File: config.mk
export PLATFORM = sky130hd
export DESIGN_NAME = uc_mult
export DESIGN_NICKNAME = d
export VERILOG_FILES = /design/src/rtl/uc_mult.sv
export SDC_FILE = /design/constraint.sdc
export NUM_CORES = 1
export LEC_CHECK = 0
export BUFFER_PORTS_ARGS = -buffer_cell sky130_fd_sc_hd__buf_2
export CORE_AREA = 10 10 47 49
export CTS_BUF_LIST = sky130_fd_sc_hd__clkbuf_4 sky130_fd_sc_hd__clkbuf_8
export CTS_CLUSTER_DIAMETER = 80
export CTS_CLUSTER_SIZE = 12
export DETAILED_ROUTE_END_ITERATION = 6
export DIE_AREA = 0 0 57 59
export GPL_TIMING_DRIVEN = 0
export PLACE_DENSITY = 0.48
export SYNTH_ARGS = -nofsm -noshare
export SYNTH_HDL_FRONTEND = slang
export SYNTH_SLANG_ARGS = --single-unit
File: constraint.sdc
create_clock -name clk -period 1.4 [get_ports clk]
set_input_delay 0.14 -clock clk [delete_from_list [all_inputs] [get_ports clk]]
set_output_delay 0.14 -clock clk [all_outputs]
set_load 0.01 [all_outputs]
File: src/rtl/uc_mult.sv
// Hardwired Moore control unit for a shift-and-add multiplier: sequences the load,
// add and shift strobes for the Q, M and A registers over N iterations.
module uc_mult #(
  parameter int unsigned N = 3
) (
  input  logic       clk,
  input  logic       reset,
  input  logic       inicio,
  input  logic       q0,
  output logic       CargaQ,
  output logic       CargaM,
  output logic       InicA,
  output logic       CargaA,
  output logic       DesplazaA,
  output logic       DesplazaQ,
  output logic       fin,
  output logic       ocupado,
  output logic [2:0] estado
);

  localparam int unsigned CntW = $clog2(N + 1);

  typedef enum logic [2:0] {
    StIdle  = 3'd0,
    StLoad  = 3'd1,
    StTest  = 3'd2,
    StAdd   = 3'd3,
    StShift = 3'd4,
    StDone  = 3'd5
  } state_e;

  // Kept as a raw 3-bit register so the illegal codes 6 and 7 stay representable.
  logic [2:0]      state_q;
  state_e          state_d;
  logic [CntW-1:0] cnt_q, cnt_d;

  always_ff @(posedge clk) begin
    if (reset) begin
      state_q <= StIdle;
      cnt_q   <= '0;
    end else begin
      state_q <= state_d;
      cnt_q   <= cnt_d;
    end
  end

  always_comb begin
    state_d = StIdle;
    cnt_d   = cnt_q;
    case (state_q)
      StIdle:  state_d = inicio ? StLoad : StIdle;
      StLoad: begin
        state_d = StTest;
        cnt_d   = CntW'(N);
      end
      StTest:  state_d = q0 ? StAdd : StShift;
      StAdd:   state_d = StShift;
      StShift: begin
        cnt_d   = cnt_q - CntW'(1);
        state_d = (cnt_q == CntW'(1)) ? StDone : StTest;
      end
      StDone:  state_d = inicio ? StDone : StIdle;
      default: state_d = StIdle;
    endcase
  end

  always_comb begin
    CargaQ    = 1'b0;
    CargaM    = 1'b0;
    InicA     = 1'b0;
    CargaA    = 1'b0;
    DesplazaA = 1'b0;
    DesplazaQ = 1'b0;
    fin       = 1'b0;
    ocupado   = 1'b0;
    case (state_q)
      StLoad: begin
        CargaQ  = 1'b1;
        CargaM  = 1'b1;
        InicA   = 1'b1;
        ocupado = 1'b1;
      end
      StTest:  ocupado = 1'b1;
      StAdd: begin
        CargaA  = 1'b1;
        ocupado = 1'b1;
      end
      StShift: begin
        DesplazaA = 1'b1;
        DesplazaQ = 1'b1;
        ocupado   = 1'b1;
      end
      StDone:  fin = 1'b1;
      default: ;
    endcase
  end

  assign estado = state_q;

endmodule

==> run metrics, run 1 <==
xor/xnor cell area share of the yosys netlist 2.823%; HPWL Detailed between 500 and 600 um; FMAX between 0.7 and 0.8 GHz; pins over their slew limit 0; CTS tree built; initial antenna violation count 0; Max Cap Viol 0; post-synthesis sequential area ratio roughly 32%; H-tree depth 1; Synth Area in Adders 4.032%; Syn Inst Count 33; Worst-path clk slew 40 ps; cell taking the most area after synthesis dfxtp_1; largest family of logic cells by synthesized area simple AND/OR/NAND/NOR gates; number of flops mapped to enable cells by yosys 0; layer with the highest usage met2; layout net count 61; Period Utilization, post-route just over 90%; post-synthesis simple-gate area fraction 35.08%; crit path time final between 1000 and 1500 ps; status finished clean; Worst EP arrival 1160 ps; WL final 775 um; Yosys reg bits 5; GR Util met1 4.959%; Global Route met3 Usage around 3.6%; mux cell area share after synthesis roughly 3.6%; CTS Buffer Depth 2; synthesized area 310.3 um2; share of cells above drive strength 1 between 60% and 70%; Unique masters post-synth 19; die width 57 um; final hold vios 0; ys async rst share 0%; top-area cell type share of the netlist area 32.26%; number of DRC markers in iteration 0 3; GRT Util Overall 4.959%; core box area 1401 um2; WL/cell 10.92 um; Area contributors post-synth dfxtp_1 32%, buf_4 7.3%, nand3b_1 7.3%; post-layout util between 30% and 40%; Leak Pwr 0.2320 nW; fillers 158; Relative slew margins 84.67%; Antenna Cells 0; setup violators final 0; peak supply drop 0.0005498 V; worst hold margin 123.0 ps; number of remaining DRC errors 0; TritonCTS buffer count 3; worst endpoint required time 1260 ps; Syn Nets 38; # IOs 15; Startpoint Class flop; grt ovf 0; IO Port Bufs 14; Avg Synthesized Cell Area between 9 and 10 um2; vias in the first global route 322; Final TNS setup 0 ps; Commonest cells post-synth 5 x dfxtp_1, 3 x buf_4, 3 x inv_1, 3 x nand3b_1, 3 x nor3_1; Synth Warn # 0; row count 14; DR vias 313; largest net degree at the start of global routing 10; Initial Util 22.14%; met2 usage 8.217%; CP max FO 8; Tightest Pin Transition 229.6 ps; Setup CP Type reg2out; first-pass GRT wire length 1345 um; Die H 59 um; Hold/Removal Path Class in2reg; RD Place Congestion 0.6855; die area between 3000 and 4000 um2; Root Driver clkbuf_4; cts hold-fix bufs 0; Pre-Repair DR Iteration Count 2; Pwr per Cell Area 1061 nW/um2; clock tree sinks 5; vias per cell between 4 and 5; main flop type after synthesis dfxtp_1; Worst Skew 0.9707 ps; most frequent cell after synthesis dfxtp_1; synthesis-to-layout area growth 53.23%; Clk Latency, worst-skew pair 240 ps; remaining antenna violation count 0; CP Capture Type primary output; Synth Area in Compound Gates 11.29%
layout make-up:
cell class,count,area [um2],share of cell area (%)
Sequential cell,5,108.9,22.89
Multi-Input combinational cell,22,182.7,38.42
Inverter,3,11.26,2.368
Timing Repair Buffer,18,100.1,21.05
Clock buffer,4,30.03,6.316
Tap cell,16,20.02,4.211
Buffer,3,22.52,4.737
sequential cells by signal, summed over array words and instances, names as in the netlist:
| name | count |
|---|---|
| estado | 3 |
| cnt_q | 2 |
worst max-delay path, cell delays in order, from the launching register on:
cell     delay [ps]
dfxtp_4         390
nor3b_4         270
buf_4           150
buf_2           110
layout by cell type, fill, tap and decap left out:
cell type,synthesis,layout
dfxtp_1,5,2
nand2b_1,1,1
ha_1,1,1
nor3_1,3,3
clkbuf_4,0,4
mux2_1,1,1
dfxtp_4,0,2
and3b_2,1,1
a211oi_2,1,1
a21oi_1,1,1
xnor2_1,1,1
dfxtp_2,0,1
buf_2,0,14
inv_1,3,3
buf_4,3,7
and2_2,1,1
nor3b_4,1,2
a31oi_1,2,2
nor2_1,1,1
nand3b_1,3,3
o21ai_0,1,1
nor2b_1,2,2
path summary, 6_finish.rpt:
path	start	slack (ps)	cells after the start	to
min	reset	120	2	estado[0]$_SDFF_PP0_
max	estado[2]$_SDFF_PP0_	100	3	DesplazaQ
max reg2reg	estado[2]$_SDFF_PP0_	190	5	cnt_q[0]$_SDFFE_PP0P_
min reg2reg	cnt_q[0]$_SDFFE_PP0P_	480	1	cnt_q[0]$_SDFFE_PP0P_
routing by layer:
layer  part of all wire, %  up-vias  routed length [um]
met3                   7.0        0                  54
met2                    51       10                 392
met4                     0        0                   0
met1                    42      148                 327
met5                     0        -                   0
li1                      -      155                   -
metrics by stage:
step | worst slack, ps | power (W) | cells | instance area, um2
after floorplan | 129.9 | 0.0002644 | 33 | 310.3
after global placement | 69.65 | 0.0003104 | 63 | 400.4
after detailed placement | 62.45 | 0.0003114 | 63 | 400.4
after CTS | 20.05 | 0.0005160 | 70 | 462.9
after global routing | -8.765 | 0.0005461 | 71 | 475.5
final | 102.9 | 0.0005045 | 71 | 475.5
where the power goes:
| group | switching, W | leakage, nW | internal, W | total (W) |
|---|---|---|---|---|
| registers | 0.0000240 | 0.0429 | 0.000159 | 0.000183 |
| logic | 0.0000602 | 0.171 | 0.0000764 | 0.000137 |
| clock network | 0.0000581 | 0.0184 | 0.000127 | 0.000185 |
| total | 0.000142 | 0.232 | 0.000362 | 0.000505 |
timing repair:
item / 4_1_cts / 5_1_grt
pin swaps: 0 / 0
buffers inserted: 3 / 1
resized for setup: 4 / 2
endpoints found under the setup margin: 5 / 3
cloned: 0 / 0
cell families (layout without fill, tap and decap cells):
group	Yosys count	after routing
xor+xnor	1	1
flops	5	5
fa+ha+maj	1	1
buf+inv	6	28
mux	1	1
simple gates	14	14
compound gates	5	5
(Power assumes the default switching activity.)
==> run 2: changes to the inputs <==
- ABC_AREA: not set -> 1
- PLACE_DENSITY: 0.48 -> 0.51
==> run metrics, run 2 <==
Clk Latency, worst-skew pair 240 ps (about the same); Switching Fraction 29.91% (+1.7 points); crit path time final 1308 ps (+10.95 ps); Syn Inst Count 54 (+64%); HPWL Detailed 706.2 um (+19%); setup violators final 0 (unchanged); row count 14 (unchanged); GRT Util Overall 4.669% (-0.29 points); Root Driver clkbuf_4; RSZ-0062 raised after global routing no; grt ovf 0 (unchanged); Setup CP Type reg2out; placed cell area 434.2 um2 (+8.4%); Max Cap Viol 0 (unchanged); Pre-Repair DR Iteration Count 2 (unchanged); number of flip-flops in the largest register 3 (unchanged); proportion of power drawn by the clock network 35.9% (-0.8 points); peak supply drop 0.0005813 V (+5.7%); Pwr per Cell Area 1061 nW/um2 (about the same); Area contributors post-synth dfxtp_1 29%, nand2_1 11%, inv_1 9.8%; Final TNS setup 0 ps (unchanged); WL/cell 9.148 um (-16%); die width 57 um (unchanged); Worst EP arrival 1170 ps (about the same); number of DRC markers in iteration 0 2 (-1); cell taking the most area after synthesis dfxtp_1; post-synthesis sequential area ratio 29.09% (-3.2 points); core box area 1401 um2 (unchanged); Flop pwr share 35.4% (-0.8 points); first-pass GRT wire length 1283 um (-4.6%); most frequent cell after synthesis nand2_1; clock tree sinks 5 (unchanged); P_sw 0.0001497 W (+5.2%); number of flops mapped to enable cells by yosys 0 (unchanged); H-tree depth 1 (unchanged); vias in the first global route 321 (-0.31%); remaining antenna violation count 0 (unchanged); Unique masters post-synth 18 (-1); # IOs 15 (unchanged); pins over their slew limit 0 (unchanged); Initial Util 24.55% (+2.4 points); vias per cell 3.932 (-11%); Commonest cells post-synth 10 x nand2_1, 9 x inv_1, 8 x nor2_1; IO Port Bufs 14 (unchanged); initial antenna violation count 0 (unchanged); number of remaining DRC errors 0 (unchanged); ys async rst share 0% (unchanged); Final Cell Area 471.7 um2 (-0.79%); die area 3363 um2 (unchanged); top-area cell type share of the netlist area 29.09% (-3.2 points); WL final 805 um (+3.9%); DR vias 346 (+11%); Relative slew margins 88.40% (+3.7 points); Tightest Pin Transition 172.6 ps (-56.99 ps); CP Capture Type primary output; synthesis-to-layout area growth 37.09%; Global Route met3 Usage 1.717% (-1.9 points); worst endpoint required time 1260 ps (about the same); Period Utilization, post-route 93.43% (+0.78 points); CP max FO 9 (+1); TritonCTS buffer count 3 (unchanged); Hold/Removal Path Class in2reg; Startpoint Class flop; CTS tree built; CTS Buffer Depth 2 (unchanged); Synth Warn # 0 (unchanged); Antenna Cells 0 (unchanged); largest net degree at the start of global routing 10 (unchanged); synthesized area 344.1 um2 (+11%); Worst-path clk slew 40 ps (about the same); Worst Skew 1.631 ps (+0.6607 ps); Final Non-Filler Cells 88 (+24%); Die H 59 um (unchanged); Pint 0.0003507 W (-3.2%); main flop type after synthesis dfxtp_1; GR Util met1 4.994% (+0.035 points); Avg Synthesized Cell Area 6.372 um2 (-32%); Syn Nets 59 (+55%); worst hold margin 59.91 ps (-63.07 ps); layout net count 78 (+28%); most frequent cells in the layout 14 x buf_2, 10 x nand2_1, 9 x inv_1; post-layout util 33.66% (-0.27 points); met2 usage 7.132% (-1.1 points); final hold vios 0 (unchanged); share of cells above drive strength 1 43.06% (-17 points); status finished clean; layer with the highest usage met2; Comb pwr share 28.7% (+1.6 points); FMAX 0.7645 GHz (-0.84%); fillers 177 (+12%); Leak Pwr 0.2922 nW (+26%); Yosys reg bits 5 (unchanged); RD Place Congestion 0.7352 (+7.3%); most common cell after layout, fill and taps aside buf_2; post-CTS setup buffers 0 (-3); dpl cells 84 (+33%); flop2flop setup slack 460 ps (+270 ps)
==> run 2: layout make-up <==
class / instances / area, um2 / area share (%)
inverters: 11 / 41.29 / 8.753
clock buffers: 4 / 30.03 / 6.366
plain buffers: 4 / 33.78 / 7.162
well taps: 16 / 20.02 / 4.244
flip-flops and latches: 5 / 102.6 / 21.75
multi-input cells: 34 / 173.9 / 36.87
repair buffers: 14 / 70.07 / 14.85
==> run 2: critical path, stage by stage (launching register included) <==
cell and delay (ps):
dfxtp_1 330, buf_6 140, inv_1 60, nand3_2 80
inv_1 70, buf_4 120, buf_2 130
==> run 2: logic make-up after synthesis <==
kind of cell | Yosys count | synth area share (%)
and+or+nand+nor | 30 | 41.09
buffers and inverters | 15 | 21.82
DFF | 5 | 29.09
adders and majority gates | 1 | 3.636
AOI/OAI and AO/OA | 3 | 4.359
==> run 2: worst paths after layout <==
check,startpoint,to,depth (start not counted)
hold reg to reg,cnt_q[1]$_SDFFE_PP0P_,cnt_q[1]$_SDFFE_PP0P_,2
setup reg to reg,cnt_q[1]$_SDFFE_PP0P_,estado[0]$_SDFF_PP0_,6
hold / removal,reset,estado[0]$_SDFF_PP0_,2
setup / recovery,estado[2]$_SDFF_PP0_,InicA,6
==> run 2: timing repair <==
action / CTS / global route
gates resized for setup: 0 / 3
setup endpoints to repair: 0 / 1
hold buffers: 0 / 0
==> run 2: metrics by stage <==
step           total power [W]  setup slack (ps)
2_1_floorplan        0.0002738             372.5
3_3_place_gp         0.0003201             264.7
3_5_place_dp         0.0003212             279.1
4_1_cts              0.0005103             6.240
5_1_grt              0.0005380             9.895
6_report             0.0005004             92.00
==> run 2: power groups by stage <==
| stage | registers, W | clock network (W) | logic, W |
|---|---|---|---|
| final | 0.000177 | 0.000179 | 0.000144 |
| after global routing | 0.000179 | 0.000195 | 0.000164 |
| after CTS | 0.000173 | 0.000191 | 0.000146 |
| after detailed placement | 0.000176 | 0 | 0.000145 |
| after global placement | 0.000176 | 0 | 0.000145 |
| after floorplan | 0.000177 | 0 | 0.0000970 |
==> run 2: per-layer routing <==
metal | part of all wire [%] | up-vias
met5 | 0 | -
li1 | - | 197
met2 | 51 | 6
met4 | 0 | 0
met1 | 45 | 143
met3 | 4.1 | 0
